`src/rtl/sha512_stream_padder.sv`:
```
// rtl/sha512_stream_padder.sv - SHA-512 streaming message padder: 64-bit words in, padded 1024-bit blocks out
module sha512_stream_padder #(
    parameter int LEN_W = 128
) (
    input  logic          clk,
    input  logic          n_rst,
    input  logic          i_valid,
    output logic          i_ready,
    input  logic [63:0]   i_data,
    input  logic          i_last,
    input  logic [3:0]    i_nbytes,
    output logic          o_valid,
    input  logic          o_ready,
    output logic [1023:0] o_block,
    output logic          o_last,
    output logic          busy
);

    localparam logic [63:0] PAD_WORD = 64'h8000_0000_0000_0000;

    typedef enum logic [1:0] {
        S_FILL,
        S_PAD,
        S_EMIT
    } state_t;

    state_t           state;
    state_t           state_nx;
    logic [4:0]       wptr;
    logic [63:0]      words [16];
    logic [LEN_W-1:0] len;
    logic             pend80;
    logic             pad_pend;

    logic [127:0]     len128;
    logic [3:0]       n_clamp;
    logic [7:0]       len_inc;
    logic [63:0]      last_word;
    logic             in_fire;
    logic             room;
    logic             len_now;

    assign n_clamp = (i_nbytes > 4'd8) ? 4'd8 : i_nbytes;
    assign in_fire = i_valid && i_ready;
    assign room    = !pend80 && (wptr <= 5'd14);
    assign len_now = room && (wptr == 5'd14);
    assign len128  = 128'(len);
    assign len_inc = i_last ? {1'b0, n_clamp, 3'b000} : 8'd64;

    // Final word: keep the counted bytes, drop the rest, and place the 0x80 marker right after them
    always_comb begin
        last_word = '0;
        for (int b = 0; b < 8; b++) begin
            if (4'(b) < n_clamp) begin
                last_word[63-8*b -: 8] = i_data[63-8*b -: 8];
            end else if (4'(b) == n_clamp) begin
                last_word[63-8*b -: 8] = 8'h80;
            end
        end
    end

    always_comb begin
        for (int k = 0; k < 16; k++) begin
            o_block[1023-64*k -: 64] = words[k];
        end
    end

    always_ff @(posedge clk or negedge n_rst) begin
        if (!n_rst) begin
            state <= S_FILL;
        end else begin
            state <= state_nx;
        end
    end

    always_comb begin
        state_nx = state;
        i_ready  = 1'b0;
        o_valid  = 1'b0;
        busy     = !((state == S_FILL) && (wptr == 5'd0) && (len == '0));
        case (state)
            S_FILL: begin
                i_ready = n_rst && (wptr < 5'd16);
                if (in_fire && (i_last || (wptr == 5'd15))) begin
                    state_nx = (wptr == 5'd15) ? S_EMIT : S_PAD;
                end
            end
            S_PAD: begin
                // Every PAD step at word 14 or 15 completes the current block
                if (wptr >= 5'd14) begin
                    state_nx = S_EMIT;
                end
            end
            S_EMIT: begin
                o_valid = 1'b1;
                if (o_ready) begin
                    state_nx = pad_pend ? S_PAD : S_FILL;
                end
            end
            default: state_nx = S_FILL;
        endcase
    end

    always_ff @(posedge clk or negedge n_rst) begin
        if (!n_rst) begin
            for (int k = 0; k < 16; k++) begin
                words[k] <= '0;
            end
            wptr     <= '0;
            len      <= '0;
            pend80   <= 1'b0;
            pad_pend <= 1'b0;
            o_last   <= 1'b0;
        end else begin
            case (state)
                S_FILL: begin
                    if (in_fire) begin
                        words[wptr[3:0]] <= i_last ? last_word : i_data;
                        wptr             <= wptr + 5'd1;
                        len              <= len + LEN_W'(len_inc);
                        if (i_last) begin
                            pend80   <= (n_clamp == 4'd8);
                            pad_pend <= (wptr == 5'd15);
                        end
                    end
                end
                S_PAD: begin
                    if (len_now) begin
                        words[14] <= len128[127:64];
                        words[15] <= len128[63:0];
                        wptr      <= 5'd16;
                        o_last    <= 1'b1;
                    end else begin
                        words[wptr[3:0]] <= pend80 ? PAD_WORD : 64'd0;
                        pend80           <= 1'b0;
                        // No room left for the length: close this block and schedule a padding-only one
                        if (wptr == 5'd14) begin
                            words[15] <= '0;
                            wptr      <= 5'd16;
                            pad_pend  <= 1'b1;
                        end else if (wptr == 5'd15) begin
                            wptr     <= 5'd16;
                            pad_pend <= 1'b1;
                        end else begin
                            wptr <= wptr + 5'd1;
                        end
                    end
                end
                S_EMIT: begin
                    if (o_ready) begin
                        wptr     <= '0;
                        o_last   <= 1'b0;
                        pad_pend <= 1'b0;
                        if (o_last) begin
                            len <= '0;
                        end
                    end
                end
                default: begin
                    wptr <= '0;
                end
            endcase
        end
    end

endmodule
```
`config.mk`:
```
export PLATFORM = sky130hd
export DESIGN_NAME = sha512_stream_padder
export DESIGN_NICKNAME = d
export VERILOG_FILES = /design/src/rtl/sha512_stream_padder.sv
export SDC_FILE = /design/constraint.sdc
export NUM_CORES = 2
export LEC_CHECK = 0
export BUFFER_PORTS_ARGS = -buffer_cell sky130_fd_sc_hd__buf_2
export CAP_MARGIN = 5
export CORE_AREA = 2 2 424 426
export CTS_BUF_LIST = sky130_fd_sc_hd__clkbuf_8
export CTS_CLUSTER_SIZE = 10
export DETAILED_ROUTE_END_ITERATION = 10
export DIE_AREA = 0 0 426 428
export SLEW_MARGIN = 20
export SYNTH_ARGS = -nofsm -noshare
export SYNTH_HDL_FRONTEND = slang
export SYNTH_SLANG_ARGS = --single-unit
```
`constraint.sdc`:
```
create_clock -name clk -period 6.04 [get_ports clk]
set_clock_uncertainty 0.1 [all_clocks]
set_input_delay 0.604 -clock clk [delete_from_list [all_inputs] [get_ports clk]]
set_output_delay 0.604 -clock clk [all_outputs]
set_load 0.02 [all_outputs]
```
# --- Word level (Yosys, flattened, before mapping) ---
# Cells that the tools add are included.
totals:
  latch_bits: 0
  ramBits: 0
  regBits: 1162
  in_bits: 73
  n_memories: 0
  rom_bits: 0
  word_cells: 147
  output_inout_bits: 1028
op_classes:
  div: 0
  n_bitwise: 1
  addsub: 2
  multipliers: 0
  n_reduce_logical: 27
  magnitude_cmp: 14
  n_mux: 60
  eq_ne: 21
  shift: 0
op_table:
  columns: ["operator", "count"]
  rows:
  - ["1024-bit bitwise mux", 2]
  - ["1024-bit one-hot mux with 2 select lines", 1]
  - ["1024-bit two-way mux", 1]
  - ["896-bit two-way mux", 1]
  - ["128-bit two-way mux", 4]
  - ["64-bit demux with 4-bit select", 1]
  - ["64-bit two-way mux", 4]
  - ["128-bit one-hot mux with 2 select lines", 1]
  - ["128-bit by 7-bit adder with 128-bit output", 1]
  - ["128-bit logical NOT", 1]
  - ["8-bit two-way mux", 16]
  - ["5-bit two-way mux", 5]
  - ["3-bit by 4-bit equality test with 1-bit output (first input constant)", 4]
  - ["3-bit by 4-bit < comparator with 1-bit output (first input constant)", 4]
  - ["5-bit one-hot mux with 3 select lines", 1]
  - ["2-bit inequality test (second input constant)", 7]
  - ["1-bit two-way mux", 13]
  - ["5-bit by 4-bit equality test with 1-bit output (second input constant)", 2]
  - ["3-bit AND reduction", 3]
  - ["2-bit by 4-bit equality test with 1-bit output (first input constant)", 2]
  - ["1-bit logical AND", 8]
  - ["1-bit by 4-bit < comparator with 1-bit output (first input constant)", 2]
  - ["2-bit by 4-bit < comparator with 1-bit output (first input constant)", 2]
  - ["2-bit two-way mux", 4]
  - ["29 further kinds", 35]

# --- Longest topological paths before layout ---
depth:
  depth_word: 9
  mapped_depth: 13
  ltp_nobuf: 11

# --- Worst setup path after synthesis ---
# OpenSTA, ideal clock, no wires.
synth_path:
  path_kind: "in2reg"
  from: "input port i_last"
  to: "register len[105]"
  setup_slack_ns: 2.096
  arrival_time_ns: 3.766
  stages: 12
  setup_time_ns: 0.078
  required_ns: 5.862
  path_buffers: 3
  cell_sequence: "nor2b_1 inv_1 clkbuf_1 clkbuf_1 clkbuf_1 ha_1 nor2_1 a21oi_1 nand4_1 or4_1 or4_1 a21oi_1"
synth_between:
  elab_chain_cells: 4
synth_rtl:
  columns: ["item", "line", "text"]
  rows:
  - ["start: declaration", "10", "input logic i_last,"]
  - ["7-bit two-way mux", "48", "assign len_inc = i_last ? {1'b0, n_clamp, 3'b000} : 8'd64;"]
  - ["128-bit by 7-bit adder with 128-bit output", "120", "len <= len + LEN_W'(len_inc);"]
  - ["128-bit two-way mux", "117", "if (in_fire) begin"]
  - ["128-bit one-hot mux with 2 select lines", "115", "case (state)"]
  - ["end signal: assignment", "120", null]
  - ["end: declaration", "31", "logic [LEN_W-1:0] len;"]
# Every way passes these cells. The select of a mux whose other input is x is not followed.
# A chain may end at the register's enable or synchronous reset.

# --- Final worst setup path ---
layout_path:
  from: "register state[0]"
  to: "output port busy"
layout_between:
  elab_chain_cells: 4
layout_rtl:
  columns: ["item", "line", "text"]
  rows:
  - ["start: declaration", "27", "state_t state;"]
  - ["start signal: assignment", "72", "state <= state_nx;"]
  - ["2-bit logical NOT", "80", "busy = !((state == S_FILL) && (wptr == 5'd0) && (len == '0));"]
  - ["1-bit logical AND (2 in series)", "80", null]
  - ["1-bit logical NOT", "80", null]
  - ["end: declaration", "16", "output logic busy"]
# Every way passes these cells.

==> impl_summary.log <==
[metrics] status: complete, no violations
[metrics] global-route wire length before repair: 293000 µm
[metrics] final setup TNS: 0 ns
[metrics] number of search-and-repair iterations in the first detailed-routing pass: 6
[metrics] Die Outline Area: 0.182 mm²
[metrics] family of cells with the greatest summed delay on the critical path: simple AND/OR/NAND/NOR gates
[metrics] post-CTS setup repair buffer count: 0
[metrics] number of clock buffers inserted by TritonCTS: 195
[metrics] relative slew slack: 0.136
[metrics] CTS tree: done
[metrics] remaining antenna violation count: 0
[metrics] length in cells of the worst reg-to-reg path: 9
[metrics] utilization of the core after routing: 0.332
[metrics] total grt overflow: 0
[metrics] data arrival at the endpoint of the critical path: 4.32 ns
[metrics] vias per inst: 5.01
[metrics] starting DRC count in detailed routing: 4033
[metrics] Layout Nets: 5823
[metrics] share of final-layout standard cells stronger than drive strength 1: 0.258
[metrics] number of instances in the placed design: 7831
[metrics] IR drop worst, VDD: 0.220 mV
[metrics] number of unique standard cell types used by synthesis: 63
[metrics] async set or reset register ratio after synthesis: 1.00
[metrics] number of remaining DRC errors: 0
[metrics] register area share after synthesis: 0.630
[metrics] critical path cell sequence: inv_1, ha_1, nor4bb_1, nand4_1, nor4_1, nand3_1, buf_2
[metrics] maximum single-stage delay on the critical path: 0.85 ns
[metrics] syn_area_per_cell: 9.81 µm²
[metrics] count of buffers inserted at the top-level ports: 1100
[metrics] register clock-pin slew on the reported worst setup and hold paths: 0.06 ns
[metrics] boundary pin count: 1101
[metrics] effective utilization at floorplan: 0.259
[metrics] initial antenna violation count: 33
[metrics] leakage power total: 29.0 nW
[metrics] destination of the worst register-to-register timing path: len[114]$_DFFE_PN0P_
[metrics] count of vias placed by the detailed router: 41.4k
[metrics] maximum buffer depth of the clock tree: 3
[metrics] summed instance area of the synthesized netlist: 0.0460 mm²
[metrics] RePlAce Congestion: 0.933
[metrics] die width: 426 µm
[metrics] beginning of the worst register-to-register path: state[0]$_DFFE_PN0P_
[metrics] critical path capture point type: output pin
[metrics] gate count after technology mapping: 4687
[metrics] syn_nets: 4774
[metrics] classification of the worst setup path: reg2out
[metrics] maximum frequency from static timing analysis: 199 MHz
[metrics] minimum setup slack among reg-to-reg paths: 1.94 ns
[metrics] sum of routed wire length over all layers: 209000 µm
[metrics] number of maximum-capacitance constraint violations: 0
[metrics] HPWL reported at the end of detailed placement: 151000 µm
[metrics] number of standard cells in the layout, taps in and fillers out: 8269
[metrics] time the worst path needs with I/O delays and setup: 5.02 ns
[metrics] Yosys warnings: 0
[metrics] Total GRT Usage: 0.222
[metrics] largest cells by area after synthesis: sky130_fd_sc_hd__dfrtp_1, sky130_fd_sc_hd__o21ai_0, sky130_fd_sc_hd__nand2_1
[metrics] number of fill cells: 18.4k
[metrics] final hold viol count: 0
[metrics] Final Cycle Share: 0.831
[metrics] library cell occupying the most area in the post-synthesis netlist: sky130_fd_sc_hd__dfrtp_1
[metrics] cell with the biggest individual delay on the critical path: sky130_fd_sc_hd__nor4bb_1
[metrics] hold crit path type: in2async
[metrics] CP max FO: 15
[metrics] Main synth FF type: sky130_fd_sc_hd__dfrtp_1
[metrics] routed length per instance: 25.3 µm
[metrics] via count of the first global-routing pass: 39.1k
[metrics] std cell rows: 155
[metrics] Worst Tran Pin Value: 1.29 ns
[metrics] Critical Path Start Type: flip-flop
[metrics] Core Area: 0.178 mm²
[metrics] number of H-tree branching levels: 4
[metrics] Setup-failing EPs final: 0
[metrics] clk sinks: 1159
[metrics] area fraction of the dominant cell type after synthesis: 0.630
[metrics] library cell used as clock root buffer: sky130_fd_sc_hd__clkbuf_8
[metrics] synthesis-to-layout area growth: 28.0%
[metrics] Skew-Pair Late Insertion Delay: 0.96 ns
[metrics] unrepaired setup endpoints after global routing: no
[metrics] CP required: 5.34 ns
[metrics] number of synthesized flops with an enable pin: 0
[metrics] FF+latch count, synth: 1159
[metrics] vertical die dimension: 428 µm
[metrics] maximum number of pins on one net before global-route repair: 184
[metrics] crit path launch: state[0]$_DFFE_PN0P_
[metrics] number of buffers and inverters on the critical path: 2
[metrics] number of slew-limit violations in the final report: 0
[metrics] power per cell area: 426 mW/mm²
per-stage QoR:
stage | worst slack [ns] | hold slack [ns] | power (mW) | cell area [µm²]
CTS | 0.898 | 0.00244 | 25.2 | 58800
floorplan | 2.10 | 0.208 | 13.9 | 46000
detailed placement | 1.76 | 0.364 | 17.8 | 54100
global placement | 1.65 | 0.356 | 17.6 | 54100
finish | 1.02 | 0.148 | 25.1 | 58900
global route | 0.685 | 0.100 | 26.2 | 58900
sequential cells by signal (all words and copies together) (netlist names):
name      count
o_block    1024
pend80        1
o_last        1
len         125
state         2
pad_pend      1
wptr          5
cell usage after synthesis (all sizes together) (4+ instances only):
cell type / number
a21boi: 4
a21oi: 176
a22oi: 75
a31o: 4
a31oi: 9
a32oi: 39
and2: 9
and3: 19
and4: 13
buf: 24
clkbuf: 365
dfrtp: 1159
ha: 13
inv: 31
mux2i: 6
nand2: 1026
nand2b: 15
nand3: 89
nand4: 84
nor2: 260
nor2b: 6
nor3: 42
nor4: 90
o21a: 11
o21ai: 938
o31ai: 21
or2: 8
or3: 24
or4: 22
xnor2: 54
xor2: 17
report_power, final:
group	leakage (nW)	switching (mW)	internal [mW]
Sequential	15.8	0.888	9.24
Clock	2.37	3.43	3.91
Combinational	10.9	5.78	1.86
Total	29.0	10.1	15.0
cells in the final DEF (no fill, tap or decap), types with 19 or more instances in the layout:
| cell type | Yosys | routed |
|---|---|---|
| sky130_fd_sc_hd__diode_2 | 0 | 21 |
| sky130_fd_sc_hd__o31ai_1 | 21 | 20 |
| sky130_fd_sc_hd__a22oi_1 | 75 | 75 |
| sky130_fd_sc_hd__nand2_1 | 1026 | 1026 |
| sky130_fd_sc_hd__xnor2_1 | 54 | 54 |
| sky130_fd_sc_hd__nor4_1 | 87 | 85 |
| sky130_fd_sc_hd__or3_1 | 23 | 23 |
| sky130_fd_sc_hd__nand3_1 | 89 | 64 |
| sky130_fd_sc_hd__nor3_1 | 42 | 42 |
| sky130_fd_sc_hd__and3_1 | 19 | 19 |
| sky130_fd_sc_hd__nand4_1 | 83 | 83 |
| sky130_fd_sc_hd__buf_2 | 8 | 1099 |
| sky130_fd_sc_hd__a32oi_1 | 39 | 39 |
| sky130_fd_sc_hd__nor2_1 | 260 | 259 |
| sky130_fd_sc_hd__dfrtp_1 | 1159 | 1159 |
| sky130_fd_sc_hd__inv_1 | 31 | 105 |
| sky130_fd_sc_hd__clkbuf_8 | 0 | 246 |
| sky130_fd_sc_hd__a21oi_1 | 176 | 176 |
| sky130_fd_sc_hd__or4_1 | 20 | 20 |
| sky130_fd_sc_hd__buf_4 | 1 | 60 |
| sky130_fd_sc_hd__dlygate4sd3_1 | 0 | 62 |
| sky130_fd_sc_hd__o21ai_0 | 938 | 937 |
per-layer routing:
metal | global-route usage | vias to the layer above | part of all wire
met3 | 0.0517 | 523 | 0.079
met1 | 0.261 | 20542 | 0.38
met5 | 0 | - | 0.000057
met4 | 0.126 | 2 | 0.061
li1 | - | 18216 | -
met2 | 0.370 | 2112 | 0.48
final cells by class:
cell class	instances	area [µm²]	area share
timing repair buffer	1241	6970	0.118
clock inverter	108	713	0.0121
tap	2355	2950	0.0500
multi-input combinational	3108	15700	0.267
clock buffer	246	3390	0.0575
sequential	1159	29000	0.492
inverter	31	116	0.00198
antenna	21	52.6	0.000892
cell families (layout without fill, tap and decap cells):
group	Yosys count	in the layout	synth area share
AND/OR/NAND/NOR	1719	1719	0.163
AO/OA/AOI/OAI	1295	1295	0.152
flip-flops	1159	1159	0.630
buffers and inverters	420	1626	0.0348
XOR/XNOR	71	71	0.0135
adder cells (fa/ha/maj)	14	14	0.00397
multiplexers	9	9	0.00204
other	0	21	0
what timing repair did:
item / CTS / global route
hold buffers: 62 / 0
resized for setup: 0 / 0
endpoints found under the hold margin: 195 / 0
worst max-delay path by stage:
stage	to	depth (start not counted)
final	busy	7
after global routing	busy	7
after CTS	busy	7
after detailed placement	len[51]$_DFFE_PN0P_	14
after global placement	len[51]$_DFFE_PN0P_	14
after floorplan	len[105]$_DFFE_PN0P_	12
Note: power is estimated with default switching activity, not from simulation.
